File: src/rtl/dbus_sram_pkg.sv
// Shared types for the dbus SRAM responder: FSM state encoding and wait-counter width.
// Optional address fault checking is enabled by defining DBUS_ADDR_CHECK_EN.
package dbus_sram_pkg;

    localparam int CNT_W = 4;

    typedef enum logic [2:0] {
        IDLE,
        RD_ACCESS,
        WR_SETUP,
        WR_PULSE,
        WR_HOLD,
        DONE
    } state_e;

    function automatic logic is_wr_state(input state_e s);
        return (s == WR_SETUP) || (s == WR_PULSE) || (s == WR_HOLD);
    endfunction

endpackage

File: src/rtl/sram_wait_counter.sv
// Down-counter that times SRAM strobe widths; loaded on state entry, zero flag ends the phase.
module sram_wait_counter
    import dbus_sram_pkg::*;
(
    input  logic             clk_i,
    input  logic             rst_i,
    input  logic             load_i,
    input  logic [CNT_W-1:0] load_val_i,
    input  logic             en_i,
    output logic             zero_o
);

    logic [CNT_W-1:0] cnt_q;
    logic [CNT_W-1:0] cnt_d;

    always_comb begin
        cnt_d = cnt_q;
        if (load_i) begin
            cnt_d = load_val_i;
        end else if (en_i && (cnt_q != '0)) begin
            cnt_d = cnt_q - CNT_W'(1);
        end
    end

    always_ff @(posedge clk_i) begin
        if (rst_i) begin
            cnt_q <= '0;
        end else begin
            cnt_q <= cnt_d;
        end
    end

    assign zero_o = (cnt_q == '0);

endmodule

File: src/rtl/dbus_sram_responder.sv
// CPU data-bus to asynchronous SRAM bridge with stall handshake and registered strobes.
// Define DBUS_ADDR_CHECK_EN to fault accesses above the decoded address range.
module dbus_sram_responder
    import dbus_sram_pkg::*;
#(
    parameter int WAIT_CYCLES = 2,
    parameter int ADDR_BITS   = 20
) (
    input  logic                 clk,
    input  logic                 rst,
    input  logic [31:0]          dbus_address,
    input  logic [3:0]           dbus_byteenable,
    input  logic                 dbus_read,
    input  logic                 dbus_write,
    input  logic [31:0]          dbus_wrdata,
    output logic [31:0]          dbus_rddata,
    output logic                 dbus_stall,
    output logic                 dbus_err,
    output logic [ADDR_BITS-3:0] ram_address,
    output logic [31:0]          ram_data_o,
    output logic                 ram_data_oe,
    input  logic [31:0]          ram_data_i,
    output logic                 ram_ce_n,
    output logic                 ram_oe_n,
    output logic                 ram_we_n,
    output logic [3:0]           ram_be_n
);

    state_e               state_q;
    state_e               state_d;
    logic [ADDR_BITS-3:0] addr_q;
    logic [31:0]          wrdata_q;
    logic [31:0]          rddata_q;
    logic [3:0]           be_n_q;
    logic                 ce_n_q;
    logic                 oe_n_q;
    logic                 we_n_q;
    logic                 data_oe_q;
    logic                 req;
    logic                 fault;
    logic                 cnt_load;
    logic                 cnt_en;
    logic                 cnt_zero;

    assign req = dbus_read | dbus_write;

`ifdef DBUS_ADDR_CHECK_EN
    logic err_q;

    assign fault = |dbus_address[31:ADDR_BITS];

    // Fault is decided in IDLE, so the flag lands exactly on the DONE cycle.
    always_ff @(posedge clk) begin
        if (rst) begin
            err_q <= 1'b0;
        end else begin
            err_q <= (state_q == IDLE) && req && fault;
        end
    end

    assign dbus_err = err_q;
`else
    assign fault    = 1'b0;
    assign dbus_err = 1'b0;
`endif

    logic unused_addr_bits;
    assign unused_addr_bits = ^{dbus_address[31:ADDR_BITS], dbus_address[1:0]};

    always_comb begin
        state_d = state_q;
        case (state_q)
            IDLE: begin
                if (req) begin
                    if (fault)           state_d = DONE;
                    else if (dbus_write) state_d = WR_SETUP;
                    else                 state_d = RD_ACCESS;
                end
            end
            RD_ACCESS: if (cnt_zero) state_d = DONE;
            WR_SETUP:  state_d = WR_PULSE;
            WR_PULSE:  if (cnt_zero) state_d = WR_HOLD;
            WR_HOLD:   state_d = DONE;
            DONE:      state_d = IDLE;
            default:   state_d = IDLE;
        endcase
    end

    assign cnt_load = (state_d != state_q) && ((state_d == RD_ACCESS) || (state_d == WR_PULSE));
    assign cnt_en   = (state_q == RD_ACCESS) || (state_q == WR_PULSE);

    sram_wait_counter u_wait_cnt (
        .clk_i      (clk),
        .rst_i      (rst),
        .load_i     (cnt_load),
        .load_val_i (CNT_W'(WAIT_CYCLES - 1)),
        .en_i       (cnt_en),
        .zero_o     (cnt_zero)
    );

    // Strobes are decoded from the next state so they change on the same edge as the FSM.
    always_ff @(posedge clk) begin
        if (rst) begin
            state_q   <= IDLE;
            ce_n_q    <= 1'b1;
            oe_n_q    <= 1'b1;
            we_n_q    <= 1'b1;
            data_oe_q <= 1'b0;
            be_n_q    <= 4'hF;
            rddata_q  <= '0;
        end else begin
            state_q   <= state_d;
            ce_n_q    <= !((state_d == RD_ACCESS) || is_wr_state(state_d));
            oe_n_q    <= (state_d != RD_ACCESS);
            we_n_q    <= (state_d != WR_PULSE);
            data_oe_q <= is_wr_state(state_d);
            if ((state_q == IDLE) && req) begin
                be_n_q <= ~dbus_byteenable;
            end
            if ((state_q == RD_ACCESS) && cnt_zero) begin
                rddata_q <= ram_data_i;
            end
        end
    end

    always_ff @(posedge clk) begin
        if ((state_q == IDLE) && req) begin
            addr_q   <= dbus_address[ADDR_BITS-1:2];
            wrdata_q <= dbus_wrdata;
        end
    end

    assign dbus_stall  = req && (state_q != DONE);
    assign dbus_rddata = rddata_q;
    assign ram_address = addr_q;
    assign ram_data_o  = wrdata_q;
    assign ram_data_oe = data_oe_q;
    assign ram_ce_n    = ce_n_q;
    assign ram_oe_n    = oe_n_q;
    assign ram_we_n    = we_n_q;
    assign ram_be_n    = be_n_q;

endmodule

File: config.mk
export PLATFORM = sky130hd
export DESIGN_NAME = dbus_sram_responder
export DESIGN_NICKNAME = d
export VERILOG_FILES = /design/src/rtl/dbus_sram_pkg.sv /design/src/rtl/sram_wait_counter.sv /design/src/rtl/dbus_sram_responder.sv
export SDC_FILE = /design/constraint.sdc
export NUM_CORES = 1
export LEC_CHECK = 0
export BUFFER_PORTS_ARGS = -buffer_cell sky130_fd_sc_hd__buf_2
export CORE_MARGIN = 2
export CORE_UTILIZATION = 44
export DETAILED_ROUTE_END_ITERATION = 10
export PLACE_DENSITY = 0.81
export SLEW_MARGIN = 5
export SYNTH_ARGS = -nofsm -noshare
export SYNTH_HDL_FRONTEND = slang
export SYNTH_HIERARCHICAL = 1
export SYNTH_SLANG_ARGS = --single-unit
export TNS_END_PERCENT = 50
File: constraint.sdc
create_clock -name clk -period 2.7 [get_ports clk]
set_clock_uncertainty 0.1 [all_clocks]
set_input_delay 0.405 -clock clk [delete_from_list [all_inputs] [get_ports clk]]
set_output_delay 0.405 -clock clk [all_outputs]
set_load 0.01 [all_outputs]
==> metrics.md <==
| Metric | Value |
|---|---|
| CP Max Fanout | 32 |
| CTS Sinks | 97 |
| Hold Slack | 0.118 ns |
| Number of max-cap violations | 0 |
| DR pass1 iterations | 4 |
| # DRC | 0 |
| CTS H-tree lvls | 3 |
| CTS Buf Count | 9 |
| Synth area leaders | edfxtp_1, dfxtp_1, nand2_1 |
| Area leader, netlist | edfxtp_1 |
| PD cells | 882 nW/um^2 |
| Synth warnings | 6 |
| Number of global-route vias before repair | 2480 |
| Count of pins over their slew limit | 0 |
| Initial antenna violation count | 0 |
| Final Power | 4.09 mW |
| Width of the die | 92.5 um |
| Antenna viol nets, final | 0 |
| First-pass GRT wire length | 11900 um |
| Setup ws final | 0.433 ns |
| Main synth FF type | edfxtp_1 |
| Drt wl/cell | 14.0 um |
| Crit path launch type | flop |
| Placement Setup Slack | 0.427 ns |
| Final setup fails | 0 |
| Buffers on Ports | 180 |
| #FFs+latches synth | 97 |
| Die area | 8550 um^2 |
| Layout cells sized above 1 | 46.3% |
| CP bufs+invs | 3 |
| Layout Cells excl Fill | 569 |
| Final hold viol count | 0 |
| Starting density of the core | 45.0% |
| Outcome | complete, no violations |
| Placed Area | 4450 um^2 |
| CTS root buffer | clkbuf_8 |
| Yosys top cell area share | 43.6% |
| Placer congestion estimate | 0.839 |
| Ant. Diodes | 0 |
| PostCTS Resize Cnt | 0 |
| Worst reg-to-reg path cell count | 8 |
| Iteration-0 DRC count of the detailed router | 125 |
| CTS tree | built |
| Worst path cell trace | inv_1 > ha_1 > or3b_4 > inv_1 > nor4bb_4 > buf_4 > nand2_1 > a21oi_1 |
| Final worst-path cycle share | 84.0% |
| Clk_lat worst skew | 0.35 ns |
| Clock tree buffer depth | 2 |
| Register area share after synthesis | 70.9% |
| Final wirelength | 7990 um |
| Fin util | 60.7% |
| Maximum vdd ir drop | 0.354 mV |
| Total gr overflow | 0 |
| GRT Util Overall | 18.1% |
| Synth Area per Inst | 12.3 um^2 |
| Postcts setup bufs | 0 |
| Io pins | 196 |
| CP max stage delay | 0.44 ns |
| Post-synth cell types | 36 |
| Synth Cell Area | 3440 um^2 |
| Slowest CP cell | or3b_4 |
| Largest net degree at the start of global routing | 55 |
| Crit. End Element | flop |
| Worst Tran Pin Value | 0.715 ns |
| Final Net Count | 567 |
| Leakage power | 1.99 nW |
| CP Class | reg -> reg |
| Clock-pin slew on the worst setup and hold paths | 0.10 ns |
| Most used cell, CP | inv_1 |
| Post-DP HPWL | 6000 um |
| Number of synthesized flops with an enable pin | 50 |
| Post-Synthesis Cells | 281 |
| Setup TNS | 0 ns |
| Achievable frequency | 441 MHz |
| Min cycle time layout | 2.27 ns |
| Die height | 92.5 um |
| CP arrival | 2.45 ns |
| Crit. path cell count | 8 |
| Hold depth | 1 |
| Slew HR | 52.0% |
| Post-synth ARST share | 0% |
| FP Rows | 32 |
| Detailed-route via count | 2703 |
| Vias per inst | 4.75 |
| Hold-fix buffers, CTS | 0 |
| CP required | 2.88 ns |
| Layout area overhead | 34.8% |
| Cells after DPL | 553 |
| Core area | 7650 um^2 |
| Final Cell Area | 4640 um^2 |
| Largest delay share family, worst path | simple AND/OR/NAND/NOR gates |
| Fill cells | 622 |
| HP Class | in -> reg |
| RSZ-0062 raised after global routing | false |
## cell type report
| cell class | instances | area [um^2] | area share, % |
|---|---|---|---|
| Sequential cell | 97 | 2440 | 52.6 |
| Timing Repair Buffer | 185 | 951 | 20.5 |
| Multi-Input combinational cell | 164 | 908 | 19.6 |
| Clock buffer | 10 | 138 | 2.96 |
| Tap cell | 102 | 128 | 2.75 |
| Clock inverter | 6 | 56.3 | 1.21 |
| Inverter | 5 | 18.8 | 0.404 |
## cells by family (layout without fill, tap and decap cells)
group                      after synthesis  after routing  synth area share (%)
AOI/OAI and AO/OA                       49             49                  9.81
adders and majority gates                1              1                 0.363
buffers and inverters                   23            206                  3.71
DFF                                     97             97                  70.9
muxes                                    6              6                  1.74
other                                    2              5                 0.218
and+or+nand+nor                        103            103                  13.3
## synth_stat cells (2+ instances only)
library cell and number:
nand2_1 71, edfxtp_1 50, dfxtp_1 47, a21oi_1 25, nor2_1 12, a21oi_2 10, nor2b_1 7, buf_2 6
mux2i_1 6, clkbuf_1 5, inv_1 5, buf_6 4, nor3_1 4, a211oi_1 2, a311oi_1 2, a31oi_1 2
buf_1 2, conb_1 2, o21ai_0 2
## cell usage in the layout (no fill, tap or decap), types with 2 or more instances in the layout
cell / netlist / final
dfxtp_1: 47 / 47
a311oi_1: 2 / 2
edfxtp_1: 50 / 50
nor2_1: 12 / 12
nor2b_1: 7 / 6
buf_2: 6 / 180
inv_8: 0 / 2
a31oi_1: 2 / 2
conb_1: 2 / 5
inv_1: 5 / 5
nand2_1: 71 / 71
o21ai_0: 2 / 2
a211oi_1: 2 / 2
inv_6: 0 / 2
buf_4: 1 / 4
clkbuf_8: 0 / 10
mux2i_1: 6 / 6
a21oi_1: 25 / 25
nor3_1: 4 / 4
a21oi_2: 10 / 10
## power by group
part	internal (mW)	leakage [nW]	switching, mW	total [mW]
registers	1.91	0.864	0.135	2.05
logic	0.465	1.03	0.680	1.15
clock network	0.381	0.0973	0.518	0.899
total	2.76	1.99	1.33	4.09
## sequential cells by signal, indices dropped and copies added (netlist names)
| name | flops |
|---|---|
| dbus_rddata | 32 |
| ram_data_o | 32 |
| ram_address | 18 |
| ram_be_n | 4 |
| u_wait_cnt/cnt_q | 4 |
| state_q | 3 |
| ram_ce_n | 1 |
| ram_data_oe | 1 |
| ram_oe_n | 1 |
| ram_we_n | 1 |
## per-layer routing
metal	global-route usage, %	wire length [um]
met3	6.27	709
met5	0	0
met1	19.5	3030
met2	32.9	4150
met4	6.47	97
## worst paths after layout
check | startpoint | endpoint | slack [ns]
worst min-delay path | dbus_wrdata[29] | ram_data_o[29]$_DFFE_PP_ | 0.12
worst max-delay path | u_wait_cnt/cnt_q[1]$_SDFFE_PP0P_ | dbus_rddata[16]$_SDFFE_PP0P_ | 0.43
worst max register to register | u_wait_cnt/cnt_q[1]$_SDFFE_PP0P_ | dbus_rddata[16]$_SDFFE_PP0P_ | 0.43
worst min register to register | dbus_rddata[15]$_SDFFE_PP0P_ | dbus_rddata[15]$_SDFFE_PP0P_ | 0.36
No activity file was read; power rests on OpenSTA's default activity.
